## config.mk

```make
export PLATFORM = sky130hd
export DESIGN_NAME = ecc_job_sequencer
export DESIGN_NICKNAME = d
export VERILOG_FILES = /design/src/rtl/ecc_pkg.sv /design/src/rtl/ecc_job_fifo.sv /design/src/rtl/ecc_job_sequencer.sv
export SDC_FILE = /design/constraint.sdc
export NUM_CORES = 1
export LEC_CHECK = 0
export CORE_MARGIN = 5
export CORE_UTILIZATION = 56
export CTS_BUF_LIST = sky130_fd_sc_hd__clkbuf_8
export CTS_CLUSTER_DIAMETER = 200
export CTS_CLUSTER_SIZE = 16
export DETAILED_ROUTE_END_ITERATION = 16
export PLACE_DENSITY_LB_ADDON = 0.3
export SLEW_MARGIN = 25
export SYNTH_ARGS = -nofsm -noshare
export SYNTH_HDL_FRONTEND = slang
export SYNTH_SLANG_ARGS = --single-unit
```

## constraint.sdc

```tcl
create_clock -name clk -period 4.4 [get_ports clk]
set_input_delay 0.88 -clock clk [delete_from_list [all_inputs] [get_ports clk]]
set_output_delay 0.88 -clock clk [all_outputs]
set_load 0.02 [all_outputs]
```

## src/rtl/ecc_pkg.sv

```systemverilog
// Shared definitions for the ECC job sequencer: default widths, FSM encoding and
// the job record width helper.
package ecc_pkg;

  localparam int unsigned FIELD_WIDTH_DEF  = 16;
  localparam int unsigned SCALAR_WIDTH_DEF = 16;
  localparam int unsigned DEPTH_DEF        = 4;
  localparam int unsigned TAG_WIDTH_DEF    = 4;
  localparam int unsigned TIMEOUT_DEF      = 1023;

  localparam int unsigned JOB_W_DEF = 2 * FIELD_WIDTH_DEF + SCALAR_WIDTH_DEF + TAG_WIDTH_DEF;

  typedef enum logic [2:0] {
    ST_IDLE      = 3'd0,
    ST_ISSUE     = 3'd1,
    ST_WAIT_DONE = 3'd2,
    ST_CAPTURE   = 3'd3,
    ST_RESP      = 3'd4
  } state_e;

  // Job record = {x, y, scalar, tag}
  function automatic int unsigned job_w(input int unsigned fw, input int unsigned sw,
                                        input int unsigned tw);
    return 2 * fw + sw + tw;
  endfunction

endpackage

```

## src/rtl/ecc_job_fifo.sv

```systemverilog
// Job FIFO: register-array storage with async-reset pointers and occupancy count;
// head entry is visible on rdata_o whenever the FIFO is not empty.
module ecc_job_fifo
  import ecc_pkg::*;
#(
  parameter int unsigned  WIDTH = JOB_W_DEF,
  parameter int unsigned  DEPTH = DEPTH_DEF,
  localparam int unsigned CNT_W = $clog2(DEPTH + 1)
) (
  input  logic             clk,
  input  logic             rst,
  input  logic             push_i,
  input  logic [WIDTH-1:0] wdata_i,
  input  logic             pop_i,
  output logic [WIDTH-1:0] rdata_o,
  output logic             full_o,
  output logic             empty_o,
  output logic [CNT_W-1:0] count_o
);

  localparam int unsigned PTR_W = $clog2(DEPTH);

  logic [WIDTH-1:0] mem_q [DEPTH];
  logic [PTR_W-1:0] wr_ptr_q;
  logic [PTR_W-1:0] rd_ptr_q;
  logic [CNT_W-1:0] count_q;
  logic             do_push;
  logic             do_pop;

  assign do_push = push_i && !full_o;
  assign do_pop  = pop_i && !empty_o;

  always_ff @(posedge clk or posedge rst) begin
    if (rst) begin
      wr_ptr_q <= '0;
      rd_ptr_q <= '0;
      count_q  <= '0;
    end else begin
      if (do_push) wr_ptr_q <= wr_ptr_q + PTR_W'(1);
      if (do_pop)  rd_ptr_q <= rd_ptr_q + PTR_W'(1);
      case ({do_push, do_pop})
        2'b10:   count_q <= count_q + CNT_W'(1);
        2'b01:   count_q <= count_q - CNT_W'(1);
        default: count_q <= count_q;
      endcase
    end
  end

  // Storage carries no reset; validity is tracked by the pointers alone.
  always_ff @(posedge clk) begin
    if (do_push) mem_q[wr_ptr_q] <= wdata_i;
  end

  assign rdata_o = mem_q[rd_ptr_q];
  assign full_o  = (count_q == CNT_W'(DEPTH));
  assign empty_o = (count_q == '0);
  assign count_o = count_q;

endmodule

```

## src/rtl/ecc_job_sequencer.sv

```systemverilog
// Queues scalar-multiplication jobs, issues them one at a time to the ECC core,
// and returns tagged results (or a timeout error) on a valid/ready channel.
module ecc_job_sequencer
  import ecc_pkg::*;
#(
  parameter int unsigned FIELD_WIDTH  = FIELD_WIDTH_DEF,
  parameter int unsigned SCALAR_WIDTH = SCALAR_WIDTH_DEF,
  parameter int unsigned DEPTH        = DEPTH_DEF,
  parameter int unsigned TAG_WIDTH    = TAG_WIDTH_DEF,
  parameter int unsigned TIMEOUT      = TIMEOUT_DEF
) (
  input  logic                    clk,
  input  logic                    rst,
  input  logic                    req_valid,
  output logic                    req_ready,
  input  logic [FIELD_WIDTH-1:0]  req_x,
  input  logic [FIELD_WIDTH-1:0]  req_y,
  input  logic [SCALAR_WIDTH-1:0] req_scalar,
  output logic [TAG_WIDTH-1:0]    req_tag,
  output logic                    ecc_start,
  output logic [FIELD_WIDTH-1:0]  point_x,
  output logic [FIELD_WIDTH-1:0]  point_y,
  output logic [SCALAR_WIDTH-1:0] scalar,
  input  logic                    ecc_done,
  input  logic [FIELD_WIDTH-1:0]  result_x,
  input  logic [FIELD_WIDTH-1:0]  result_y,
  output logic                    rsp_valid,
  input  logic                    rsp_ready,
  output logic [FIELD_WIDTH-1:0]  rsp_x,
  output logic [FIELD_WIDTH-1:0]  rsp_y,
  output logic [TAG_WIDTH-1:0]    rsp_tag,
  output logic                    rsp_err,
  output logic                    busy
);

  localparam int unsigned JOB_W = job_w(FIELD_WIDTH, SCALAR_WIDTH, TAG_WIDTH);
  localparam int unsigned CNT_W = $clog2(DEPTH + 1);
  localparam int unsigned WD_W  = $clog2(TIMEOUT + 1);

  state_e                  state_q, state_d;
  logic [TAG_WIDTH-1:0]    tag_q, tag_d;
  logic [FIELD_WIDTH-1:0]  px_q, px_d, py_q, py_d;
  logic [SCALAR_WIDTH-1:0] sc_q, sc_d;
  logic [TAG_WIDTH-1:0]    cur_tag_q, cur_tag_d;
  logic [WD_W-1:0]         wd_q, wd_d;
  logic                    start_q, start_d;
  logic                    rsp_valid_q, rsp_valid_d;
  logic [FIELD_WIDTH-1:0]  rsp_x_q, rsp_x_d, rsp_y_q, rsp_y_d;
  logic [TAG_WIDTH-1:0]    rsp_tag_q, rsp_tag_d;
  logic                    rsp_err_q, rsp_err_d;
  logic                    after_to_q, after_to_d;
  logic                    idle_seen_q, idle_seen_d;

  logic                    fifo_push, fifo_pop, fifo_full, fifo_empty;
  logic [CNT_W-1:0]        fifo_count;
  logic [JOB_W-1:0]        fifo_wdata, fifo_rdata;
  logic [FIELD_WIDTH-1:0]  head_x, head_y;
  logic [SCALAR_WIDTH-1:0] head_sc;
  logic [TAG_WIDTH-1:0]    head_tag;

  assign fifo_push  = req_valid && !fifo_full;
  assign fifo_wdata = {req_x, req_y, req_scalar, tag_q};

  ecc_job_fifo #(
    .WIDTH (JOB_W),
    .DEPTH (DEPTH)
  ) u_fifo (
    .clk     (clk),
    .rst     (rst),
    .push_i  (fifo_push),
    .wdata_i (fifo_wdata),
    .pop_i   (fifo_pop),
    .rdata_o (fifo_rdata),
    .full_o  (fifo_full),
    .empty_o (fifo_empty),
    .count_o (fifo_count)
  );

  assign head_x   = fifo_rdata[JOB_W-1 -: FIELD_WIDTH];
  assign head_y   = fifo_rdata[JOB_W-FIELD_WIDTH-1 -: FIELD_WIDTH];
  assign head_sc  = fifo_rdata[TAG_WIDTH +: SCALAR_WIDTH];
  assign head_tag = fifo_rdata[0 +: TAG_WIDTH];

  always_comb begin
    state_d     = state_q;
    tag_d       = fifo_push ? tag_q + TAG_WIDTH'(1) : tag_q;
    px_d        = px_q;
    py_d        = py_q;
    sc_d        = sc_q;
    cur_tag_d   = cur_tag_q;
    wd_d        = wd_q;
    start_d     = 1'b0;
    rsp_valid_d = rsp_valid_q;
    rsp_x_d     = rsp_x_q;
    rsp_y_d     = rsp_y_q;
    rsp_tag_d   = rsp_tag_q;
    rsp_err_d   = rsp_err_q;
    after_to_d  = after_to_q;
    idle_seen_d = (state_q == ST_IDLE);
    fifo_pop    = 1'b0;

    unique case (state_q)
      // After a timeout, hold off one extra IDLE cycle so the core can settle.
      ST_IDLE: begin
        if (!fifo_empty && (!after_to_q || idle_seen_q)) begin
          fifo_pop   = 1'b1;
          px_d       = head_x;
          py_d       = head_y;
          sc_d       = head_sc;
          cur_tag_d  = head_tag;
          start_d    = 1'b1;
          after_to_d = 1'b0;
          state_d    = ST_ISSUE;
        end
      end
      ST_ISSUE: begin
        wd_d    = '0;
        state_d = ST_WAIT_DONE;
      end
      ST_WAIT_DONE: begin
        wd_d = wd_q + WD_W'(1);
        if (ecc_done) begin
          state_d = ST_CAPTURE;
        end else if (wd_q == WD_W'(TIMEOUT - 1)) begin
          rsp_x_d     = '0;
          rsp_y_d     = '0;
          rsp_tag_d   = cur_tag_q;
          rsp_err_d   = 1'b1;
          rsp_valid_d = 1'b1;
          after_to_d  = 1'b1;
          state_d     = ST_RESP;
        end
      end
      ST_CAPTURE: begin
        rsp_x_d     = result_x;
        rsp_y_d     = result_y;
        rsp_tag_d   = cur_tag_q;
        rsp_err_d   = 1'b0;
        rsp_valid_d = 1'b1;
        state_d     = ST_RESP;
      end
      ST_RESP: begin
        if (rsp_ready) begin
          rsp_valid_d = 1'b0;
          state_d     = ST_IDLE;
        end
      end
      default: state_d = ST_IDLE;
    endcase
  end

  always_ff @(posedge clk or posedge rst) begin
    if (rst) begin
      state_q     <= ST_IDLE;
      tag_q       <= '0;
      px_q        <= '0;
      py_q        <= '0;
      sc_q        <= '0;
      cur_tag_q   <= '0;
      wd_q        <= '0;
      start_q     <= 1'b0;
      rsp_valid_q <= 1'b0;
      rsp_x_q     <= '0;
      rsp_y_q     <= '0;
      rsp_tag_q   <= '0;
      rsp_err_q   <= 1'b0;
      after_to_q  <= 1'b0;
      idle_seen_q <= 1'b0;
    end else begin
      state_q     <= state_d;
      tag_q       <= tag_d;
      px_q        <= px_d;
      py_q        <= py_d;
      sc_q        <= sc_d;
      cur_tag_q   <= cur_tag_d;
      wd_q        <= wd_d;
      start_q     <= start_d;
      rsp_valid_q <= rsp_valid_d;
      rsp_x_q     <= rsp_x_d;
      rsp_y_q     <= rsp_y_d;
      rsp_tag_q   <= rsp_tag_d;
      rsp_err_q   <= rsp_err_d;
      after_to_q  <= after_to_d;
      idle_seen_q <= idle_seen_d;
    end
  end

  assign req_ready = !fifo_full;
  assign req_tag   = tag_q;
  assign ecc_start = start_q;
  assign point_x   = px_q;
  assign point_y   = py_q;
  assign scalar    = sc_q;
  assign rsp_valid = rsp_valid_q;
  assign rsp_x     = rsp_x_q;
  assign rsp_y     = rsp_y_q;
  assign rsp_tag   = rsp_tag_q;
  assign rsp_err   = rsp_err_q;
  assign busy      = (state_q != ST_IDLE) || (fifo_count != '0);

endmodule

```

# Yosys cells after proc, flatten, opt, wreduce, memory -nomap -nowiden
# Memory sizes are Yosys's and may differ from the RTL's. A register that Yosys moved wholly into a read port is not among the register bits.
# Index checks and enable logic that the tools add are counted.
# totals
ff_bits	65
mem_bits_rw	208
inputBits	85
output_inout_bits	93
elab_cells	82
memories	1
# classes
n_addsub	6
n_eq_ne	13
mux	25
n_reduce_logical	23
# mem_list
memory	words	word_bits	rd	rd_clocked_by_memory_dff	write_ports	line_no	text
u_fifo.mem_q	4	52	1	1	1	ecc_job_fifo.sv:23	logic [WIDTH-1:0] mem_q [DEPTH];
# op_table
operator	count
$pmux W16 S2	2
$mux W16	2
$pmux W10 S2	1
$pmux W3 S5	1
$mux W3	4
$add A10 B1 Y10 const B	1
$eq A10 B10 Y1 const B	1
$reduce_bool A3 Y1	3
$mux W1	8
$mux W4	2
$pmux W4 S2	1
$reduce_and A4 Y1	2
$reduce_bool A2 Y1	4
$eq A3 B2 Y1 const B	2
$eq A3 B3 Y1 const B	2
$logic_not A3 Y1	2
$ne A2 B2 Y1 const B	3
$pmux W3 S2	1
$reduce_and A3 Y1	2
$add A2 B1 Y2 const B	2
$add A4 B1 Y4 const B	1
$logic_and A1 B1 Y1	4
$pmux W1 S2	2
$add A3 B1 Y3 const B	1
10 further kinds	13

# Depth between registers and ports, before layout
# Gate-level depths: netlist of run 1.
# logic_depth
depth_word	8
depth_mapped	9
mapped_depth_nobuf	8

# Hierarchy
# From an unflattened synthesis of run 1, not the netlist that was laid out.
# hier_totals
cells_unflattened	626
hier_area_um2	12410.7
# modules_own_cells
mod	n_inst	cells_per_inst	area_per_inst_um2	seq_area_each_um2
ecc_job_fifo	1	310	7998.9	6421.2
ecc_job_sequencer	1	316	4411.7	2752.6

# Worst setup path after synthesis of run 1
# No wires, ideal clock.
# synth_timing
path_kind	input to register
startpoint	input port req_valid
endpoint	memory u_fifo.mem_q[0][0] (netlist bit) (enable)
setup_ns	0.415
arrival_ns	2.755
t_required_ns	3.985
slack_ns	1.230
cell_stages	3
path_buffers	1
path_cell_list	a21boi_0 -> clkbuf_1 -> and2_1
# synth_between
elab_chain_cells	4
# synth_lines
item	line_no	text
start: declaration	ecc_job_sequencer.sv:14	input logic req_valid,
$logic_and A1 B1 Y1	ecc_job_sequencer.sv:61	assign fifo_push = req_valid && !fifo_full;
$logic_and A1 B1 Y1	ecc_job_fifo.sv:30	assign do_push = push_i && !full_o;
$mux W1	ecc_job_fifo.sv:51	if (do_push) mem_q[wr_ptr_q] <= wdata_i;
$mux W1 (not written as such)	ecc_job_fifo.sv:51	
end: declaration	ecc_job_fifo.sv:23	
# No other way between the ends.

# Worst setup path in the final report of run 1
# layout_timing
startpoint	register u_fifo.count_q[0] (netlist: u_fifo.count_o[0])
endpoint	output port busy
# layout_between
elab_chain_cells	2
# layout_lines
item	line_no	text
start: declaration	ecc_job_fifo.sv:26	logic [CNT_W-1:0] count_q;
start signal: assignment	ecc_job_fifo.sv:42	2'b10: count_q <= count_q + CNT_W'(1);
start signal: assignment	ecc_job_fifo.sv:43	2'b01: count_q <= count_q - CNT_W'(1);
start signal: assignment	ecc_job_fifo.sv:44	default: count_q <= count_q;
$reduce_bool A3 Y1	ecc_job_sequencer.sv:199	assign busy = (state_q != ST_IDLE) || (fifo_count != '0);
$logic_or A1 B1 Y1	ecc_job_sequencer.sv:199	
end: declaration	ecc_job_sequencer.sv:33	output logic busy
# No other way between the ends.

==> results of run 1 <==
==> flip-flops by register name (all words and copies together), names as in the netlist <==
signal           cells
after_to_q           1
cur_tag_q            4
ecc_start            1
idle_seen_q          1
point_x             16
point_y             16
req_tag              4
rsp_err              1
rsp_tag              4
rsp_valid            1
rsp_x               16
rsp_y               16
scalar              16
state_q              3
u_fifo.count_o       3
u_fifo.mem_q       208
u_fifo.rd_ptr_q      2
u_fifo.wr_ptr_q      2
wd_q                10
==> path summary, 6_finish.rpt <==
kind / start / endpoint / depth (start not counted)
max reg2reg: state_q[2] / scalar[10] / 4
min reg2reg: wd_q[9] / wd_q[9] / 1
max in group asynchronous: rst / rsp_x[8] / 3
min in group asynchronous: rst / rsp_y[10] / 2
min: wd_q[9] / wd_q[9] / 1
max: u_fifo.count_o[0] / busy / 3
==> critical path, cell delays in order (launching register included) <==
cell,delay [ps]
dfrtp_1,450
nor3_1,550
nand2_1,130
clkdlybuf4s50_1,560
==> placed cells by master, fill, tap and decap left out, types with 2 or more instances in the layout <==
cell type          n
mux4_2            52
o21ai_0           43
inv_1             25
nor3_1             4
or3b_2             2
nor2_1             8
xor2_1             3
o41ai_1            2
and2_1             2
buf_4              7
clkdlybuf4s50_1  177
o21bai_1           2
nand3_1            3
xnor2_1            6
mux2_4             4
nand4_1            6
ha_1               8
nor3b_1            2
mux2_2            54
and2_2             4
dfrtp_1          115
edfxtp_1         208
clkbuf_8          25
nand2_1           75
o211ai_1           2
buf_12             4
o31ai_1            2
==> cell families (layout without fill, tap and decap cells) <==
kind of cell,Yosys count,after routing,synth area share (%)
AO/OA/AOI/OAI,56,56,2.55
adder cells (fa/ha/maj),9,9,0.979
buffers and inverters,41,240,1.61
XOR/XNOR,9,9,0.642
flip-flops,325,325,74.8
multiplexers,111,111,15.1
AND/OR/NAND/NOR,115,115,4.37
==> metal layers <==
metal  GRT usage, %  wire [um]
met3           3.28       1360
met1           25.0       9060
met4           4.14        452
met2           33.8      12500
met5              0         11
==> where the power goes <==
part           internal [mW]  switching, mW
logic                   2.06           1.90
clock network          0.536          0.886
registers               4.24          0.557
total                   6.83           3.34
==> cell type report <==
type,count,area share (%)
clock buffers,25,2.32
multi-input cells,300,19.7
clock inverters,18,0.541
flip-flops and latches,325,62.0
repair buffers,188,12.9
inverters,9,0.245
well taps,280,2.37
==> summary.txt, run 1 <==
Critical path
  • Crit. End Element: output port
  • CP Data Required Time: 3520 ps
  • Slack of the worst reg-to-reg path: ~2000 ps
  • Largest fanout on the critical path: 4
  • Critical path data arrival time: between 2000 and 2500 ps
  • Startpoint Class: register
  • Critical Setup Path Class: register to output port

Placed design
  • Pre-CTS setup slack: 1320 ps
  • Global placer's final weighted congestion: 0.785
  • Half-perimeter wire length after detailed placement: between 15000 and 20000 um
  • Number of buffers inserted by port buffering: between 150 and 200
  • Area after detailed placement: 14400 um2
  • Cells after DPL: between 1k and 1.5k

Global routing
  • Residual overflow from global routing: 0
  • Initial antenna violation count: 1
  • Global-route wire length before repair: roughly 37000 um
  • Pin count of the biggest net entering global routing: 74
  • Number of global-route vias before repair: 6947
  • Total routing usage reported by global routing: 19.0%

Finish
  • # diodes: 0
  • Number of non-filler instances in the completed layout: 1145
  • Area added between synthesis and finish: 20.7%
  • Ratio of cells with drive above 1 in the final layout: a little under a fifth
  • Area of the multi-input gates: 2910 um2
  • Sequential cell area in the final layout: 9180 um2
  • Post-Route Utilization: between 60 and 70%
  • Count of filler cells inserted in the layout: 1391
  • Number of nets in the finished design: between 900 and 1k
  • Design Area, Final: between 10000 and 15000 um2

Synth
  • Predominant post-synthesis flop cell: edfxtp_1
  • Combined area of all synthesized cells: 12300 um2
  • Warning count from the yosys run: 0
  • Count of distinct cell types in the synthesized netlist: 41
  • Ys async rst share: 36.0%
  • Most frequent cells after synthesis: edfxtp_1 (208), dfrtp_1 (117), nand2_1 (75)
  • Top cell type's share of synthesized area: 50.9%
  • #FFs+latches synth: 325
  • Top cell type by total area after synthesis: edfxtp_1
  • Synth Net Count: 760
  • Syn Inst Count: 666
  • Number of enable flip-flop cells after synthesis: 208
  • Synth area leaders: edfxtp_1 (51%), dfrtp_1 (24%), mux4_2 (9.5%)
  • Seq/Total Area, Yosys: around three quarters
  • Post-Syn Area per Cell: 18.4 um2
  • Count leader, synth: edfxtp_1

Timing
  • Maximum clock frequency: 321 MHz
  • Min Hold Slack: 494 ps
  • Final worst clock skew: about 15 ps
  • Post-route setup TNS: 0 ps
  • Final-report max-slew violation count: 0
  • Worst setup slack after layout: 1290 ps
  • Unrepaired setup endpoints after global routing: no
  • Min cycle time layout: 3110 ps
  • Worst relative slew slack: 44.9%
  • Number of endpoints with negative hold slack in the final report: 0
  • Slew at the pin closest to its max-slew limit: 826 ps
  • Share of the clock period used by the worst path after layout: 70.7%
  • Count of final setup violators: 0

Clock network
  • CTS hold repair buffers: 0
  • Worst-path clk slew: 100 ps
  • Clk buf depth: 3
  • Clock latency at the later pin of the worst-skew pair: between 500 and 600 ps
  • Resized Gates After CTS: 0
  • TritonCTS Buffers: 24
  • Max H-tree Level: 1
  • TritonCTS clock tree: built
  • TritonCTS sink count: 325
  • Number of buffers added for setup after CTS: 0
  • Clock root buffer: clkbuf_8

Floorplanning
  • Chip height: 158 um
  • I/O pin cnt: 178
  • Width of the die: between 150 and 200 um
  • Initial standard-cell utilization of the core: between 50 and 60%
  • Floorplan die area: 25000 um2
  • Standard-cell row count: 54
  • Core ar.: 21700 um2

Detailed routing
  • Pre-Repair DR Iteration Count: 5
  • Number of design rule violations left after detail routing: 0
  • Drt total wl: ~23000 um
  • Final routed wire length divided by cell count: 20.4 um
  • 1st-iter DRT viols: 417
  • Detailed-route vias per instance: 5.63
  • Number of vias in the routed layout: 6452
  • Antenna violation net count after detailed routing: 0

Run status
  • Result of the run: complete, no violations

Power
  • Overall power of the completed layout: between 10 and 15 mW
  • Max IR drop VDD: ~0.00039 V
  • Leakage component of the power: approximately 5.4 nW
  • Power per standard cell area: 687 nW/um2

Hold path
  • Path type of the worst min-delay path: register to register

Flow run
  • Count of maximum capacitance violations: 0
No activity file was read; power rests on OpenSTA's default activity.
==> run 2, diff against run 1 <==
Settings changed: CORE_UTILIZATION 56 to 51.
Clock period 4.4 ns to 2.55 ns, I/O delays scaled along.
==> summary.txt, run 2 (synthesis results as in run 1) <==
Clock network
  • Worst-path clk slew: 110 ps (about the same)
  • TritonCTS clock tree: built
  • Clock latency at the later pin of the worst-skew pair: 570 ps (+30 ps)
  • TritonCTS Buffers: 24 (unchanged)
  • TritonCTS sink count: 325 (unchanged)
  • Clock root buffer: clkbuf_8
  • Max H-tree Level: 1 (unchanged)
  • Clk buf depth: 3 (unchanged)

Floorplanning
  • Width of the die: 165 um (+4.5%)
  • Floorplan die area: 27300 um2 (+9.2%)
  • Initial standard-cell utilization of the core: 52.0% (-4.6 points)
  • Standard-cell row count: 56 (+3.7%)
  • I/O pin cnt: 178 (unchanged)
  • Chip height: 165 um (+4.5%)
  • Core ar.: 23600 um2 (+8.9%)

Placed design
  • Area after detailed placement: 14600 um2 (+1.3%)
  • Half-perimeter wire length after detailed placement: 15400 um (+0.11%)
  • Number of buffers inserted by port buffering: 177 (unchanged)
  • Global placer's final weighted congestion: 0.800 (+2.0%)

Finish
  • Area added between synthesis and finish: 22.3%
  • Largest Register: u_fifo.mem_q
  • Ratio of cells with drive above 1 in the final layout: 19.5% (+0.86 points)
  • Max reg flops: 208 (unchanged)
  • Number of nets in the finished design: 950 (+0.85%)
  • Highest-count cells in the layout ignoring fill and taps: edfxtp_1 (208), clkdlybuf4s50_1 (176), dfrtp_1 (115)
  • Leading cell type in the layout, fill and taps excluded: edfxtp_1
  • Design Area, Final: 15000 um2 (+1.4%)

Power
  • Leakage component of the power: 5.42 nW (+1.2%)
  • Power per standard cell area: 1180 nW/um2 (+72%)
  • Max IR drop VDD: 0.000634 V (+62%)

Global routing
  • Met3 GRT Util: 3.62% (+0.34 points)
  • Number of global-route vias before repair: 7070 (+1.8%)
  • Initial antenna violation count: 1 (unchanged)
  • Busiest layer in global routing: met2
  • Pin count of the biggest net entering global routing: 118 (+59%)
  • Total routing usage reported by global routing: 17.5% (-1.6 points)
  • Global routing usage on met1: 22.3% (-2.7 points)
  • Global-route wire length before repair: 37400 um (+1.1%)
  • M2 GR Usage: 31.1% (-2.7 points)
  • Residual overflow from global routing: 0 (unchanged)

Critical path
  • Largest fanout on the critical path: 4 (unchanged)
  • Worst reg2reg startpoint: state_q[1]
  • CP Data Required Time: 2040 ps (-1480 ps)
  • Critical path data arrival time: 1780 ps (-450 ps)
  • Slack of the worst reg-to-reg path: 430 ps (-1570 ps)
  • Number of cells on the worst reg-to-reg path: 4 (unchanged)
  • Crit. End Element: output port
  • Startpoint Class: register
  • FF-to-FF End: wd_q[9]
  • Critical Setup Path Class: register to output port

Timing
  • Number of endpoints with negative hold slack in the final report: 0 (unchanged)
  • Worst relative slew slack: 54.7% (+9.8 points)
  • Min cycle time layout: 2290 ps
  • Share of the clock period used by the worst path after layout: 90.0%
  • Final-report max-slew violation count: 0 (unchanged)
  • Count of final setup violators: 0 (unchanged)
  • Unrepaired setup endpoints after global routing: no
  • Final worst clock skew: 37.0 ps (+21.8 ps)
  • Maximum clock frequency: 436 MHz
  • Slew at the pin closest to its max-slew limit: 680 ps (-146 ps)
  • Post-route setup TNS: 0 ps (unchanged)

Detailed routing
  • Final routed wire length divided by cell count: 19.5 um (-4.5%)
  • Number of vias in the routed layout: 6342 (-1.7%)
  • Antenna violation net count after detailed routing: 0 (unchanged)
  • Detailed-route vias per instance: 5.32 (-5.7%)
  • Number of design rule violations left after detail routing: 0 (unchanged)
  • Drt total wl: 23300 um (-0.47%)
  • 1st-iter DRT viols: 425 (+1.9%)
  • Pre-Repair DR Iteration Count: 5 (unchanged)

Run status
  • Result of the run: complete, no violations

Hold path
  • Path type of the worst min-delay path: primary input to async pin

Flow run
  • Count of maximum capacitance violations: 0 (unchanged)
-- run 2: stage by stage --
stage	total power [mW]	hold WS, ps	utilization, %	worst slack, ps	instances
after floorplan	12.5	448	-	302	666
after global placement	15.3	463	61.7	130	1149
after detailed placement	15.6	470	61.7	111	1149
after CTS	18.1	469	63.5	24.6	1192
after global routing	18.9	483	63.6	136	1193
final	17.7	436	63.6	256	1193
-- run 2: worst max-delay path by stage --
| stage | start | end | slack [ps] |
|---|---|---|---|
| global placement | req_valid | u_fifo.count_o[2] | 130 |
| global route | u_fifo.count_o[0] | req_ready | 140 |
| finish | u_fifo.count_o[0] | req_ready | 260 |
| floorplan | req_valid | u_fifo.mem_q[0][0] | 300 |
| CTS | u_fifo.count_o[0] | busy | 20 |
| detailed placement | req_valid | u_fifo.count_o[2] | 110 |
-- run 2: power by group --
part	internal (mW)	switching (mW)	total [mW]
Sequential	7.31	0.866	8.17
Clock	0.903	1.55	2.46
Combinational	3.73	3.39	7.12
-- run 2: final cells by class --
| type | count | area (um2) |
|---|---|---|
| Timing Repair Buffer | 196 | 2040 |
| Tap cell | 319 | 399 |
| Sequential cell | 325 | 9180 |
| Multi-Input combinational cell | 300 | 2920 |
| Antenna cell | 1 | 2.50 |
| Clock buffer | 24 | 330 |
| Inverter | 9 | 37.5 |
| Fill cell | 1669 | 8600 |
| Clock inverter | 19 | 96.3 |
-- run 2: timing repair --
| item | 4_1_cts | 5_1_grt |
|---|---|---|
| gates resized for setup | 2 | 1 |
| hold buffers | 0 | 0 |
| setup endpoints to repair | 1 | 1 |
| buffers inserted | 0 | 0 |
| pin swaps | 0 | 0 |
-- run 2: worst max-delay path, cell delays in order, from the launching register on --
cell and delay, ps:
dfrtp_1 450, nor2_1 150, nand2_1 70, clkdlybuf4s50_1 560
-- run 2: layer usage --
metal	up-vias	wire, um
met3	28	1500
met5	-	0
met4	0	378
li1	2902	-
met2	183	12200
met1	3229	9200
